===== src/rtl/calc_keypad_ctrl_pkg.sv =====
// Shared definitions for the keypad calculator: FSM state codes, key codes,
// opcode encodings and small key-classification helpers.
package calc_keypad_ctrl_pkg;

  // Key code width as delivered by the keypad scanner
  localparam int KEYW = 5;

  // FSM state codes, visible on the st output
  typedef enum logic [1:0] {
    S_WPR = 2'd0,
    S_GON = 2'd1,
    S_OP  = 2'd2,
    S_EXE = 2'd3
  } state_t;

  // Latched operation selected by keys B..F
  typedef enum logic [2:0] {
    OP_ADD = 3'd0,
    OP_SUB = 3'd1,
    OP_AND = 3'd2,
    OP_OR  = 3'd3,
    OP_XOR = 3'd4
  } op_t;

  localparam logic [KEYW-1:0] KEY_NONE = 5'h10;
  localparam logic [KEYW-1:0] KEY_0    = 5'h00;
  localparam logic [KEYW-1:0] KEY_1    = 5'h01;
  localparam logic [KEYW-1:0] KEY_2    = 5'h02;
  localparam logic [KEYW-1:0] KEY_3    = 5'h03;
  localparam logic [KEYW-1:0] KEY_4    = 5'h04;
  localparam logic [KEYW-1:0] KEY_5    = 5'h05;
  localparam logic [KEYW-1:0] KEY_6    = 5'h06;
  localparam logic [KEYW-1:0] KEY_7    = 5'h07;
  localparam logic [KEYW-1:0] KEY_8    = 5'h08;
  localparam logic [KEYW-1:0] KEY_9    = 5'h09;
  localparam logic [KEYW-1:0] KEY_A    = 5'h0A;
  localparam logic [KEYW-1:0] KEY_B    = 5'h0B;
  localparam logic [KEYW-1:0] KEY_C    = 5'h0C;
  localparam logic [KEYW-1:0] KEY_D    = 5'h0D;
  localparam logic [KEYW-1:0] KEY_E    = 5'h0E;
  localparam logic [KEYW-1:0] KEY_F    = 5'h0F;

  // Any code with bit 4 set means "no key"; fold them all onto KEY_NONE so the
  // debouncer sees a single idle value.
  function automatic logic [KEYW-1:0] norm_key(input logic [KEYW-1:0] k);
    return k[4] ? KEY_NONE : k;
  endfunction

  function automatic logic is_digit(input logic [KEYW-1:0] k);
    logic r;
    case (k)
      KEY_0, KEY_1, KEY_2, KEY_3, KEY_4,
      KEY_5, KEY_6, KEY_7, KEY_8, KEY_9: r = 1'b1;
      default:                           r = 1'b0;
    endcase
    return r;
  endfunction

  // Maps an operation key (B..F) to its opcode
  function automatic op_t key_to_op(input logic [KEYW-1:0] k);
    op_t r;
    case (k)
      KEY_B:   r = OP_ADD;
      KEY_C:   r = OP_SUB;
      KEY_D:   r = OP_AND;
      KEY_E:   r = OP_OR;
      KEY_F:   r = OP_XOR;
      default: r = OP_ADD;
    endcase
    return r;
  endfunction

endpackage


===== src/rtl/calc_keypad_ctrl_if.sv =====
// Keypad-side and display-side signals of the calculator controller.
// The keypad/driver side uses the master modport, the controller the slave one.
interface calc_keypad_ctrl_if #(
  parameter int WIDTH = 8,
  parameter int SELW  = 1
);
  logic [4:0]       key;
  logic [WIDTH-1:0] disp;
  logic [SELW-1:0]  sel;
  logic [1:0]       st;
  logic             ovf;
  logic             done;

  modport master (
    output key,
    input  disp, sel, st, ovf, done
  );

  modport slave (
    input  key,
    output disp, sel, st, ovf, done
  );
endinterface


===== src/rtl/calc_keypad_ctrl_key_debounce.sv =====
// Key debouncer: raises a one-cycle pulse on the edge where the same key code
// has been sampled for the DEBOUNCE-th consecutive time. Any change restarts
// the run; a run that keeps going never fires again.
module key_debounce #(
  parameter int              DEBOUNCE = 4,
  parameter int              KW       = 5,
  parameter logic [KW-1:0]   IDLE     = '0
) (
  input  logic          clk,
  input  logic          rst,
  input  logic [KW-1:0] key,
  output logic [KW-1:0] stable,
  output logic          pulse
);

  localparam int            CW       = $clog2(DEBOUNCE + 1);
  localparam logic [CW-1:0] FIRE_AT  = CW'(DEBOUNCE - 1);
  localparam logic [CW-1:0] SAT      = CW'(DEBOUNCE);
  localparam logic          ONE_SHOT = (DEBOUNCE == 1);

  logic [KW-1:0] last;
  logic [CW-1:0] count;
  logic          same;

  assign same   = (key == last);
  assign stable = key;
  // The pulse is combinational so the consumer acts on the very edge that
  // takes the final confirming sample.
  assign pulse  = same ? (count == FIRE_AT) : ONE_SHOT;

  // Track the current run of identical samples, saturating once confirmed
  always_ff @(posedge clk) begin
    if (rst) begin
      last  <= IDLE;
      count <= '0;
    end else if (!same) begin
      last  <= key;
      count <= CW'(1);
    end else if (count != SAT) begin
      count <= count + 1'b1;
    end
  end

endmodule


===== src/rtl/calc_keypad_ctrl.sv =====
// Keypad calculator controller: debounced key entry, decimal accumulation into
// NREG operand registers and ADD/SUB/AND/OR/XOR executed on key release.
module calc_keypad_ctrl #(
  parameter int WIDTH    = 8,
  parameter int NREG     = 2,
  parameter int DEBOUNCE = 4
) (
  input  logic              clk,
  input  logic              rst,
  calc_keypad_ctrl_if.slave bus
);
  import calc_keypad_ctrl_pkg::*;

  localparam int SELW = (NREG > 1) ? $clog2(NREG) : 1;

  logic [KEYW-1:0]  key_n;
  logic [KEYW-1:0]  stable_key;
  logic             key_evt;

  state_t           state, state_nxt;
  logic [WIDTH-1:0] regs [NREG];
  logic [SELW-1:0]  sel, sel_inc, sel_nxt;
  op_t              op, op_nxt;
  logic             ovf, ovf_nxt;
  logic             reg_we;
  logic [WIDTH-1:0] reg_wdata;
  logic             done_c;

  logic [WIDTH-1:0] cur, src;
  logic [WIDTH-1:0] alu_res;
  logic             alu_ovf;
  logic [WIDTH:0]   alu_wide;
  logic [WIDTH+3:0] cur_ext, prod;
  logic             digit_ok;

  assign key_n = norm_key(bus.key);

  key_debounce #(
    .DEBOUNCE (DEBOUNCE),
    .KW       (KEYW),
    .IDLE     (KEY_NONE)
  ) u_debounce (
    .clk    (clk),
    .rst    (rst),
    .key    (key_n),
    .stable (stable_key),
    .pulse  (key_evt)
  );

  // The "other" register is the next one round-robin; with one register it
  // wraps back onto the selected register itself.
  assign sel_inc = (sel == SELW'(NREG - 1)) ? '0 : sel + 1'b1;
  assign cur     = regs[sel];
  assign src     = regs[sel_inc];

  // R*10 + d as shift-and-add, with four spare bits so the range check sees
  // the true product.
  assign cur_ext  = {4'b0000, cur};
  assign prod     = (cur_ext << 3) + (cur_ext << 1) + {{WIDTH{1'b0}}, stable_key[3:0]};
  assign digit_ok = (prod[WIDTH+3:WIDTH] == 4'b0000);

  // ALU on R[sel] and its neighbour; carry/borrow come out of the extra bit
  always_comb begin
    alu_wide = '0;
    alu_res  = '0;
    alu_ovf  = 1'b0;
    case (op)
      OP_ADD: begin
        alu_wide = {1'b0, cur} + {1'b0, src};
        alu_res  = alu_wide[WIDTH-1:0];
        alu_ovf  = alu_wide[WIDTH];
      end
      OP_SUB: begin
        alu_wide = {1'b0, cur} - {1'b0, src};
        alu_res  = alu_wide[WIDTH-1:0];
        alu_ovf  = alu_wide[WIDTH];
      end
      OP_AND:  alu_res = cur & src;
      OP_OR:   alu_res = cur | src;
      OP_XOR:  alu_res = cur ^ src;
      default: alu_res = '0;
    endcase
  end

  // Next-state logic and register-file/flag updates for each key phase
  always_comb begin
    state_nxt = state;
    sel_nxt   = sel;
    op_nxt    = op;
    ovf_nxt   = ovf;
    reg_we    = 1'b0;
    reg_wdata = cur;
    done_c    = 1'b0;
    case (state)
      S_WPR: begin
        if (key_evt && stable_key != KEY_NONE) begin
          if (is_digit(stable_key)) begin
            if (digit_ok) begin
              reg_we    = 1'b1;
              reg_wdata = prod[WIDTH-1:0];
              ovf_nxt   = 1'b0;
            end else begin
              ovf_nxt   = 1'b1;
            end
            state_nxt = S_GON;
          end else if (stable_key == KEY_A) begin
            sel_nxt   = sel_inc;
            state_nxt = S_GON;
          end else begin
            op_nxt    = key_to_op(stable_key);
            state_nxt = S_OP;
          end
        end
      end
      S_GON: begin
        if (key_evt && stable_key == KEY_NONE) state_nxt = S_WPR;
      end
      S_OP: begin
        if (key_evt && stable_key == KEY_NONE) state_nxt = S_EXE;
      end
      S_EXE: begin
        reg_we    = 1'b1;
        reg_wdata = alu_res;
        ovf_nxt   = alu_ovf;
        done_c    = 1'b1;
        state_nxt = S_WPR;
      end
      default: state_nxt = S_WPR;
    endcase
  end

  // FSM state register
  always_ff @(posedge clk) begin
    if (rst) state <= S_WPR;
    else     state <= state_nxt;
  end

  // Register file, selection, flag and latched opcode
  always_ff @(posedge clk) begin
    if (rst) begin
      for (int i = 0; i < NREG; i++) regs[i] <= '0;
      sel <= '0;
      ovf <= 1'b0;
      op  <= OP_ADD;
    end else begin
      if (reg_we) regs[sel] <= reg_wdata;
      sel <= sel_nxt;
      ovf <= ovf_nxt;
      op  <= op_nxt;
    end
  end

  // A reset landing during execute cancels the completion pulse as well
  assign bus.disp = cur;
  assign bus.sel  = sel;
  assign bus.st   = state;
  assign bus.ovf  = ovf;
  assign bus.done = done_c & ~rst;

endmodule


===== src/flat_wrapper.sv =====
// flat-port wrapper written by rule: the top's interface ports become plain ports
module calc_keypad_ctrl_flat import calc_keypad_ctrl_pkg::*;
#(
  parameter int WIDTH    = 8,
  parameter int NREG     = 2,
  parameter int DEBOUNCE = 4
)
  (clk, rst, bus_key, bus_disp, bus_sel, bus_st, bus_ovf, bus_done);
  calc_keypad_ctrl_if #(.WIDTH(WIDTH), .SELW((1))) bus_i ();
  input  logic clk;
  input  logic rst;
  input wire logic [$bits(bus_i.key)-1:0] bus_key;
  output wire logic [$bits(bus_i.disp)-1:0] bus_disp;
  output wire logic [$bits(bus_i.sel)-1:0] bus_sel;
  output wire logic [$bits(bus_i.st)-1:0] bus_st;
  output wire logic [$bits(bus_i.ovf)-1:0] bus_ovf;
  output wire logic [$bits(bus_i.done)-1:0] bus_done;
  assign bus_i.key = bus_key;
  assign bus_disp = bus_i.disp;
  assign bus_sel = bus_i.sel;
  assign bus_st = bus_i.st;
  assign bus_ovf = bus_i.ovf;
  assign bus_done = bus_i.done;
  calc_keypad_ctrl #(.WIDTH(WIDTH), .NREG(NREG), .DEBOUNCE(DEBOUNCE)) u_core (.clk(clk), .rst(rst), .bus(bus_i));
endmodule

===== config.mk =====
export PLATFORM = sky130hd
export DESIGN_NAME = calc_keypad_ctrl_flat
export DESIGN_NICKNAME = d
export VERILOG_FILES = /design/src/rtl/calc_keypad_ctrl_pkg.sv /design/src/rtl/calc_keypad_ctrl_if.sv /design/src/rtl/calc_keypad_ctrl_key_debounce.sv /design/src/rtl/calc_keypad_ctrl.sv /design/src/flat_wrapper.sv
export SDC_FILE = /design/constraint.sdc
export NUM_CORES = 1
export LEC_CHECK = 0
export CAP_MARGIN = 20
export CORE_MARGIN = 4
export CORE_UTILIZATION = 25
export CTS_CLUSTER_DIAMETER = 150
export DETAILED_ROUTE_END_ITERATION = 8
export DONT_BUFFER_PORTS = 1
export GPL_ROUTABILITY_DRIVEN = 0
export SLEW_MARGIN = 20
export SYNTH_ARGS = -nofsm -noshare
export SYNTH_HDL_FRONTEND = slang
export SYNTH_SLANG_ARGS = --single-unit

===== constraint.sdc =====
create_clock -name clk -period 7.1 [get_ports clk]
set_clock_uncertainty 0.05 [all_clocks]
set_input_delay 1.42 -clock clk [delete_from_list [all_inputs] [get_ports clk]]
set_output_delay 1.42 -clock clk [all_outputs]
set_load 0.01 [all_outputs]

==> results.py <==
metrics = {
    "outcome": {
        "outcome": "finished, final reports clean",
    },
    "critical_path": {
        "arrival_ns": 4.27,
        "critPathKind": "input port to flop",
        "cp-start-kind": "input port",
        "endpoint_kind": "flop",
        "required_ns": 6.98,
        "crit_family": "compound AO/OA/AOI/OAI gates",
        "r2r_end": "u_core.regs[1][0]",
        "cp-endpoint": "u_core.regs[1][0]",
        "crit_start": "bus_key[4]",
        "cp_slowest_cell": "a211oi_1",
        "cp.buffers_inverters": 0,
        "cp_num_cells": 11,
        "cp_max_fo": 10,
        "reg2reg_depth": 13,
        "ff2ff_setup_slack_ns": 2.73,
        "cp_common_cell": "ha_1",
        "slowest_delay_ns": 0.40,
        "path_cells": "nand2b_4 -> xor2_1 -> ha_1 -> ha_1 -> a211oi_1 -> o21ai_0 -> a221oi_4 -> or2_1 -> a41o_2 -> nand3_4 -> nand2b_1",
    },
    "clock_tree": {
        "post_cts_buffers": 0,
        "clk_pin_slew_ns": 0.05,
        "cts_hold_buffers": 0,
        "cts_made_buffers": 5,
        "clk_latency_ns": 0.28,
        "cts_tree": "built",
        "post_cts_resized": 0,
        "cts.path.max_buffers": 2,
        "clock_sinks": 32,
        "h-tree-depth": 2,
        "cts-root-buf": "clkbuf_16",
    },
    "sta": {
        "rsz0062_at_grt": "false",
        "finalHoldViolations": 0,
        "finalMaxSlewViolations": 0,
        "finalCriticalPeriod_ns": 4.38,
        "max_freq_mhz": 228,
        "finalSetupViolCount": 0,
        "hold_slack_ns": 0.490,
        "timing.slew.headroom": 0.441,
        "setup-tns-final_ns": 0,
        "post-route-period-util": 0.617,
        "tightest_slew_ns": 0.828,
    },
    "hold_path": {
        "hold_class": "flop to flop",
        "hold_depth": 2,
    },
    "synthesis": {
        "synth_edf_count": 16,
        "syn_inst": 411,
        "synth_area_per_cell_sq_um": 8.60,
        "synth.distinct_cells": 73,
        "synth_ff_type": "edfxtp_1",
        "syn-num-nets": 468,
        "yosys_register_bits": 32,
        "yosys_warnings": 0,
        "ys_seq_area_frac": 0.227,
        "syn_area_sq_um": 3530,
        "async_flop_share": 0,
    },
    "global_route": {
        "grt_max_degree": 31,
        "grt_pass1_vias": 2881,
        "antenna_found_initial": 0,
        "grt_pass1_wl_microns": 15400,
        "globalRouteOverflowTotal": 0,
        "track_usage": 0.118,
    },
    "die": {
        "core_area_sq_um": 13900,
        "ios": 20,
        "initial_core_util": 0.255,
        "die_area_sq_um": 16100,
        "die_h_microns": 127,
        "fp-row-count": 43,
        "die_x_microns": 127,
    },
    "drt": {
        "routedWlPerCell_microns": 16.6,
        "vias_per_cell": 5.26,
        "drc": 0,
        "met2_length_microns": 4220,
        "wl_met3_microns": 718,
        "firstDrtPassIters": 5,
        "routed_wl_microns": 9670,
        "drt_iter0_drc": 353,
        "vias": 3068,
        "m1WireLength_microns": 4500,
        "drtAntennaViolNets": 0,
        "topRoutingLayerUsed": "met4",
    },
    "power_and_ir_drop": {
        "p_per_area_nw_per_um2": 165,
        "peakVddDrop_mv": 0.132,
        "p_leak_uw": 0.00157,
    },
    "finish": {
        "area.growth.synth_to_final_pct": 8.29,
        "num_antenna_cells": 0,
        "final_common_cell": "ha_1",
        "drive_gt1_frac": 0.0769,
        "nets": 459,
        "layout_common_cells": "ha_1, nor2_1, inv_1",
    },
    "place": {
        "place_hpwl_microns": 7710,
        "port_buffers": 0,
    },
    "run": {
        "maxCapViolations": 0,
    },
}
==> routing by layer <==
layer | vias to the layer above | GRT usage
met1 | 1462 | 0.169
li1 | 1463 | -
met3 | 17 | 0.0219
met4 | 0 | 0.0404
met2 | 126 | 0.179
met5 | - | 0
==> synth_stat cells (3+ instances only) <==
cell       number  area, sq um
nor4b_1         3         26.3
o211ai_1        3         22.5
nand2b_1        9         56.3
or2_2           5         31.3
nor2_1         46          173
dfxtp_1        16          320
clkbuf_1       11         41.3
edfxtp_1       16          480
a211oi_1        4         30.0
nand4_1         4         25.0
fa_1            3         60.1
o2111ai_1       3         26.3
mux2_2          4         45.0
xnor2_1         5         43.8
nor4_1          3         18.8
o21a_1          3         22.5
nor3_1         10         50.1
ha_1           47          588
o311ai_0        3         26.3
a21o_1          4         30.0
nor2b_1        10         62.6
o21ai_0        14         70.1
buf_2           5         25.0
o32ai_1         3         26.3
a21oi_1        25          125
mux2i_1        20          200
nand2_1        24         90.1
a31oi_1         4         25.0
inv_1          36          135
o21bai_1        6         45.0
nand3_1         3         15.0
and3_1          3         18.8
xor2_1          9         78.8
==> cells by family after synthesis <==
kind of cell / synth area share
multiplexers: 0.0733
AND/OR/NAND/NOR: 0.212
flip-flops: 0.227
AO/OA/AOI/OAI: 0.208
XOR/XNOR: 0.0347
adder cells (fa/ha/maj): 0.183
buffers and inverters: 0.0623
==> report_power, final <==
group / internal (uW) / switching, uW
Sequential: 205 / 13.3
Combinational: 78.5 / 130
Clock: 129 / 73.1
==> tightest hold or removal path: cells and delay by family (launching register included) <==
| kind | cells | cell delay (ns) |
|---|---|---|
| flip-flops | 1 | 0.35 |
| AO/OA/AOI/OAI | 2 | 0.15 |
==> sequential cells by signal, indices dropped and copies added (netlist names), named ones only <==
name	cells
u_core.bus.ovf	1
u_core.bus.sel	1
u_core.bus.st	2
u_core.op	3
u_core.regs	16
u_core.u_debounce.count	3
u_core.u_debounce.last	5
==> worst min-delay path by stage <==
stage | start | to
floorplan | u_core.bus.ovf | u_core.bus.ovf
global placement | u_core.u_debounce.count[1] | u_core.u_debounce.count[1]
detailed placement | u_core.u_debounce.count[2] | u_core.u_debounce.count[2]
CTS | u_core.u_debounce.count[2] | u_core.u_debounce.count[2]
global route | u_core.u_debounce.count[2] | u_core.u_debounce.count[2]
finish | u_core.bus.ovf | u_core.bus.ovf
==> per-stage QoR <==
stage	utilization	cells	worst slack [ns]	total power, uW	area (sq um)
2_1_floorplan	-	411	2.62	381	3530
3_3_place_gp	0.266	575	2.58	425	3690
3_5_place_dp	0.266	575	2.43	429	3690
4_1_cts	0.276	583	2.69	630	3830
5_1_grt	0.276	583	2.44	663	3830
6_report	0.276	583	2.72	630	3830
==> final cells by class <==
class | count | area, sq um
multi-input cells | 324 | 2510
repair buffers | 1 | 7.51
well taps | 180 | 225
flip-flops and latches | 32 | 801
clock inverters | 1 | 5.00
inverters | 38 | 143
fillers | 1516 | 10100
clock buffers | 7 | 133
(Power assumes the default switching activity.)
